--- src/rtl/shift_count_timer.sv ---
// -----------------------------------------------------------------------------
// shift_count_timer
//
// Purpose:
//   Serially loads a WIDTH-bit count value (MSB first) after a start pulse.
//   It then counts that value down to zero, taking one step every TICKS
//   clock cycles. When a step occurs with the value already at zero, the
//   block raises done and holds it until ack is seen.
//
// Ports:
//   clk       - sole clock, all state changes on its rising edge
//   reset     - synchronous, active-high reset
//   start     - begin a serial load (only looked at while idle)
//   data_in   - serial count value, MSB first
//   ack       - acknowledge of done (only looked at while done)
//   count_out - value register: remaining steps
//   counting  - high while the countdown is running
//   done      - high while waiting for ack after the countdown
// -----------------------------------------------------------------------------
module shift_count_timer #(
    parameter int WIDTH = 4,
    parameter int TICKS = 1000
) (
    input  logic             clk,
    input  logic             reset,
    input  logic             start,
    input  logic             data_in,
    input  logic             ack,
    output logic [WIDTH-1:0] count_out,
    output logic             counting,
    output logic             done
);

    // The prescaler must hold 0..TICKS-1. It is kept at least one bit wide
    // so that TICKS=1 still gives a legal vector. In that case the prescaler
    // always sits at its terminal value, and every COUNT cycle is a step.
    localparam int PW = (TICKS > 1) ? $clog2(TICKS) : 1;
    localparam int BW = $clog2(WIDTH);
    localparam logic [PW-1:0] LAST_TICK = PW'(TICKS - 1);
    localparam logic [BW-1:0] LAST_BIT  = BW'(WIDTH - 1);

    typedef enum logic [1:0] {
        IDLE,
        LOAD,
        COUNT,
        DONE
    } state_t;

    state_t           state;
    state_t           state_next;
    logic [WIDTH-1:0] value;
    logic [PW-1:0]    prescaler;
    logic [BW-1:0]    bit_cnt;
    logic             step;
    logic             last_bit;

    assign count_out = value;

    // State register; reset wins over every transition.
    always_ff @(posedge clk) begin
        if (reset) begin
            state <= IDLE;
        end else begin
            state <= state_next;
        end
    end

    // Next-state logic. counting and done are decoded from the state only,
    // so no input reaches them combinationally.
    always_comb begin
        state_next = state;
        step       = (state == COUNT) && (prescaler == LAST_TICK);
        last_bit   = (bit_cnt == LAST_BIT);
        counting   = 1'b0;
        done       = 1'b0;
        case (state)
            IDLE: begin
                if (start) begin
                    state_next = LOAD;
                end
            end
            LOAD: begin
                if (last_bit) begin
                    state_next = COUNT;
                end
            end
            COUNT: begin
                counting = 1'b1;
                if (step && (value == '0)) begin
                    state_next = DONE;
                end
            end
            DONE: begin
                done = 1'b1;
                if (ack) begin
                    state_next = IDLE;
                end
            end
            default: begin
                state_next = IDLE;
            end
        endcase
    end

    // Datapath registers. The prescaler is cleared on every LOAD cycle, so
    // it is already zero on the first COUNT cycle. A step with value zero
    // only moves the FSM to DONE; the value stays at zero.
    always_ff @(posedge clk) begin
        if (reset) begin
            value     <= '0;
            prescaler <= '0;
            bit_cnt   <= '0;
        end else begin
            case (state)
                IDLE: begin
                    bit_cnt <= '0;
                end
                LOAD: begin
                    value     <= {value[WIDTH-2:0], data_in};
                    bit_cnt   <= bit_cnt + 1'b1;
                    prescaler <= '0;
                end
                COUNT: begin
                    if (step) begin
                        prescaler <= '0;
                        if (value != '0) begin
                            value <= value - 1'b1;
                        end
                    end else begin
                        prescaler <= prescaler + 1'b1;
                    end
                end
                default: begin
                end
            endcase
        end
    end

endmodule
--- config.mk ---
export PLATFORM = sky130hd
export DESIGN_NAME = shift_count_timer
export DESIGN_NICKNAME = d
export VERILOG_FILES = /design/src/rtl/shift_count_timer.sv
export SDC_FILE = /design/constraint.sdc
export NUM_CORES = 1
export LEC_CHECK = 0
export ABC_AREA = 1
export CORE_MARGIN = 1
export CORE_UTILIZATION = 56
export CTS_CLUSTER_DIAMETER = 100
export CTS_CLUSTER_SIZE = 8
export DETAILED_ROUTE_END_ITERATION = 10
export PLACE_DENSITY = 0.77
export SLEW_MARGIN = 20
export SYNTH_ARGS = -nofsm -noshare
export SYNTH_HDL_FRONTEND = slang
export SYNTH_SLANG_ARGS = --single-unit
--- constraint.sdc ---
create_clock -name clk -period 1.7 [get_ports clk]
set_clock_uncertainty 0.05 [all_clocks]
set_input_delay 0.425 -clock clk [delete_from_list [all_inputs] [get_ports clk]]
set_output_delay 0.425 -clock clk [all_outputs]
set_load 0.01 [all_outputs]
==> results.toml <==
[synth]
ys_warn_count = 0
synth_cell_types = 26
ys_seq_elements = 18
synthesis.nets = 176
synth_cells = 163
synth-seq-area-share = 0.310
netlist_area_sq_um = 1160
avgSynthCellArea_sq_um = 7.13

[power_and_ir_drop]
p_comb_frac = 0.570
p_int_mw = 1.07
power_mw = 1.90
switching_share = 0.439
seqPwrFrac = 0.318
ir_drop_mv = 0.854
power_density_nw_per_um2 = 1370
p_leak_nw = 0.637
pwr-share-clk = 0.113
p_sw_uw = 832

[timing]
setup_violations = 0
hold_ws_ns = 0.422
max_freq_mhz = 623
hold_viol = 0
grt_setup_unrepaired = "no"
max_slew_margin = 0.820
worst_slack_ns = 0.0952
period_needed_ns = 1.60
tightest_slew_ns = 0.268
min_period_over_period = 0.944
finalSetupTns_ns = 0
slew_violations = 0

[critical_path]
crit_path_end_kind = "primary output"
worstRegToRegCells = 10
cpPeakStageDelay_ns = 0.36
path_depth = 2
cp-start-kind = "flop"
arrival_ns = 1.13
crit_buf_inv = 1
slowest_stage = "dfxtp_2"
cp_max_fo = 4
critPathKind = "flop to primary output"
cp_top_family = "flip-flops"
worstPathRequired_ns = 1.22
path_cells = "ha_1, dlygate4sd2_1"

[cts]
htree_levels = 1
cts.clk_slew.worst_paths_ns = 0.10
tritoncts = "yes"
cts.path.max_buffers = 2
holdBufCountCts = 0
clkLatencyLatePin_ns = 0.30
cts_num_sinks = 18
cts_buffers = 3
cts-root-buf = "clkbuf_4"

[routing]
ant_nets = 0
drtIter0Drc = 14
via_per_inst = 5.04
via_count = 1054
route.detailed.drc = 0
routed_wl_mm = 2.26
dr.pass1.iters = 4
wl_per_cell_um = 10.8

[floorplan]
ios = 11
rows = 16
core_sq_um = 1960
die-area_sq_um = 2260
start_util = 0.592
die_h_um = 47.6
fp.dieW_um = 47.6

[global_route]
grt_pass1_vias = 897
grt_usage = 0.219
gr-total-overflow = 0
antenna_found_initial = 0
grt_pass1_wl_mm = 3.44
grt_max_degree = 10

[place]
placedCellCount = 205
io_buffers = 10
dp_slack_ns = 0.0525
dp_hpwl_mm = 1.73
place_area_sq_um = 1330
gp_congestion = 0.854

[run]
drv_cap = 0

[finish]
postLayoutCoreUtil = 0.703
area_delta_synth_final_pct = 18.7
antenna_cells = 0
layout.cells.non_filler = 209
fin_area_sq_um = 1380
drive_above_1_share = 0.225
nets = 197

[hold_path]
min_path_type = "flop to flop"
hold_depth = 2

[run_status]
status = "finished, final reports clean"
worst paths after layout:
kind / start / end / slack, ns
setup / recovery: state[1] / done / 0.1
hold / removal: bit_cnt[1] / bit_cnt[1] / 0.42
setup reg to reg: state[0] / prescaler[4] / 0.13
hold reg to reg: bit_cnt[1] / bit_cnt[1] / 0.42
placed cells by master, fill, tap and decap left out, drive strengths merged:
cell type / count
a21o: 1
a21oi: 10
buf: 8
clkbuf: 4
clkdlybuf4s50: 4
dfxtp: 18
dlygate4sd2: 2
dlymetal6s2s: 3
ha: 8
inv: 22
nand2: 39
nand3: 14
nand4: 5
nor2: 26
nor3: 3
o21ai: 7
or2: 3
xnor2: 1
xor2: 4
final cells by class:
type                    count  area [sq um]
clock buffers               3          22.5
multi-input cells         121           711
well taps                  27          33.8
flip-flops and latches     18           367
fillers                   199           582
repair buffers             18           164
inverters                  22          82.6
power by group through the flow:
stage,sequential (mW),combinational (mW),clock (mW)
CTS,0.596,1.08,0.226
detailed placement,0.595,1.08,0
floorplan,0.600,0.752,0
finish,0.603,1.08,0.213
global placement,0.587,1.06,0
global route,0.617,1.23,0.241
tightest hold or removal path: stages (launching register included):
cell and delay, ns:
dfxtp_1 0.33, nand2_1 0.06, a21oi_1 0.05
logic make-up after synthesis:
logic type,share of synthesized area
and+or+nand+nor,0.394
buffers and inverters,0.0893
AOI/OAI and AO/OA,0.0829
DFF,0.310
adders and majority gates,0.0861
xor gates and xnor gates,0.0377
cell usage after synthesis:
cell type | n | area (sq um)
nand2_4 | 2 | 22.5
ha_1 | 8 | 100
a21oi_1 | 9 | 45.0
nand2_1 | 33 | 124
or2_0 | 1 | 6.26
buf_4 | 1 | 7.51
nand3_2 | 1 | 10.0
nand2_8 | 1 | 20.0
nor2_1 | 16 | 60.1
nand4_1 | 5 | 31.3
nand2_2 | 3 | 18.8
clkbuf_8 | 1 | 13.8
inv_2 | 2 | 7.51
nor3_1 | 2 | 10.0
o21ai_0 | 7 | 35.0
nand3_1 | 13 | 65.1
dfxtp_1 | 18 | 360
or2_2 | 2 | 12.5
a21o_1 | 1 | 7.51
nor2_4 | 1 | 11.3
xnor2_1 | 1 | 8.76
a21oi_2 | 1 | 8.76
nor3_2 | 1 | 10.0
xor2_1 | 4 | 35.0
inv_1 | 20 | 75.1
nor2_2 | 9 | 56.3
per-layer routing:
layer | vias to the layer above | GRT usage | wire length [um]
met5 | - | 0 | 0
met4 | 0 | 0.106 | 43
met3 | 6 | 0.0453 | 43
met2 | 13 | 0.381 | 1150
met1 | 477 | 0.255 | 1020
li1 | 558 | - | -
registers in the layout (all words and copies together) (netlist names):
register / cells
bit_cnt: 2
prescaler: 10
count_out: 4
state: 2
repair_timing:
item                                    in CTS  in global routing
endpoints found under the setup margin       6                 16
setup buffers                                0                  1
pin swaps                                    0                  4
gates resized for setup                      9                  7
(Power assumes the default switching activity.)
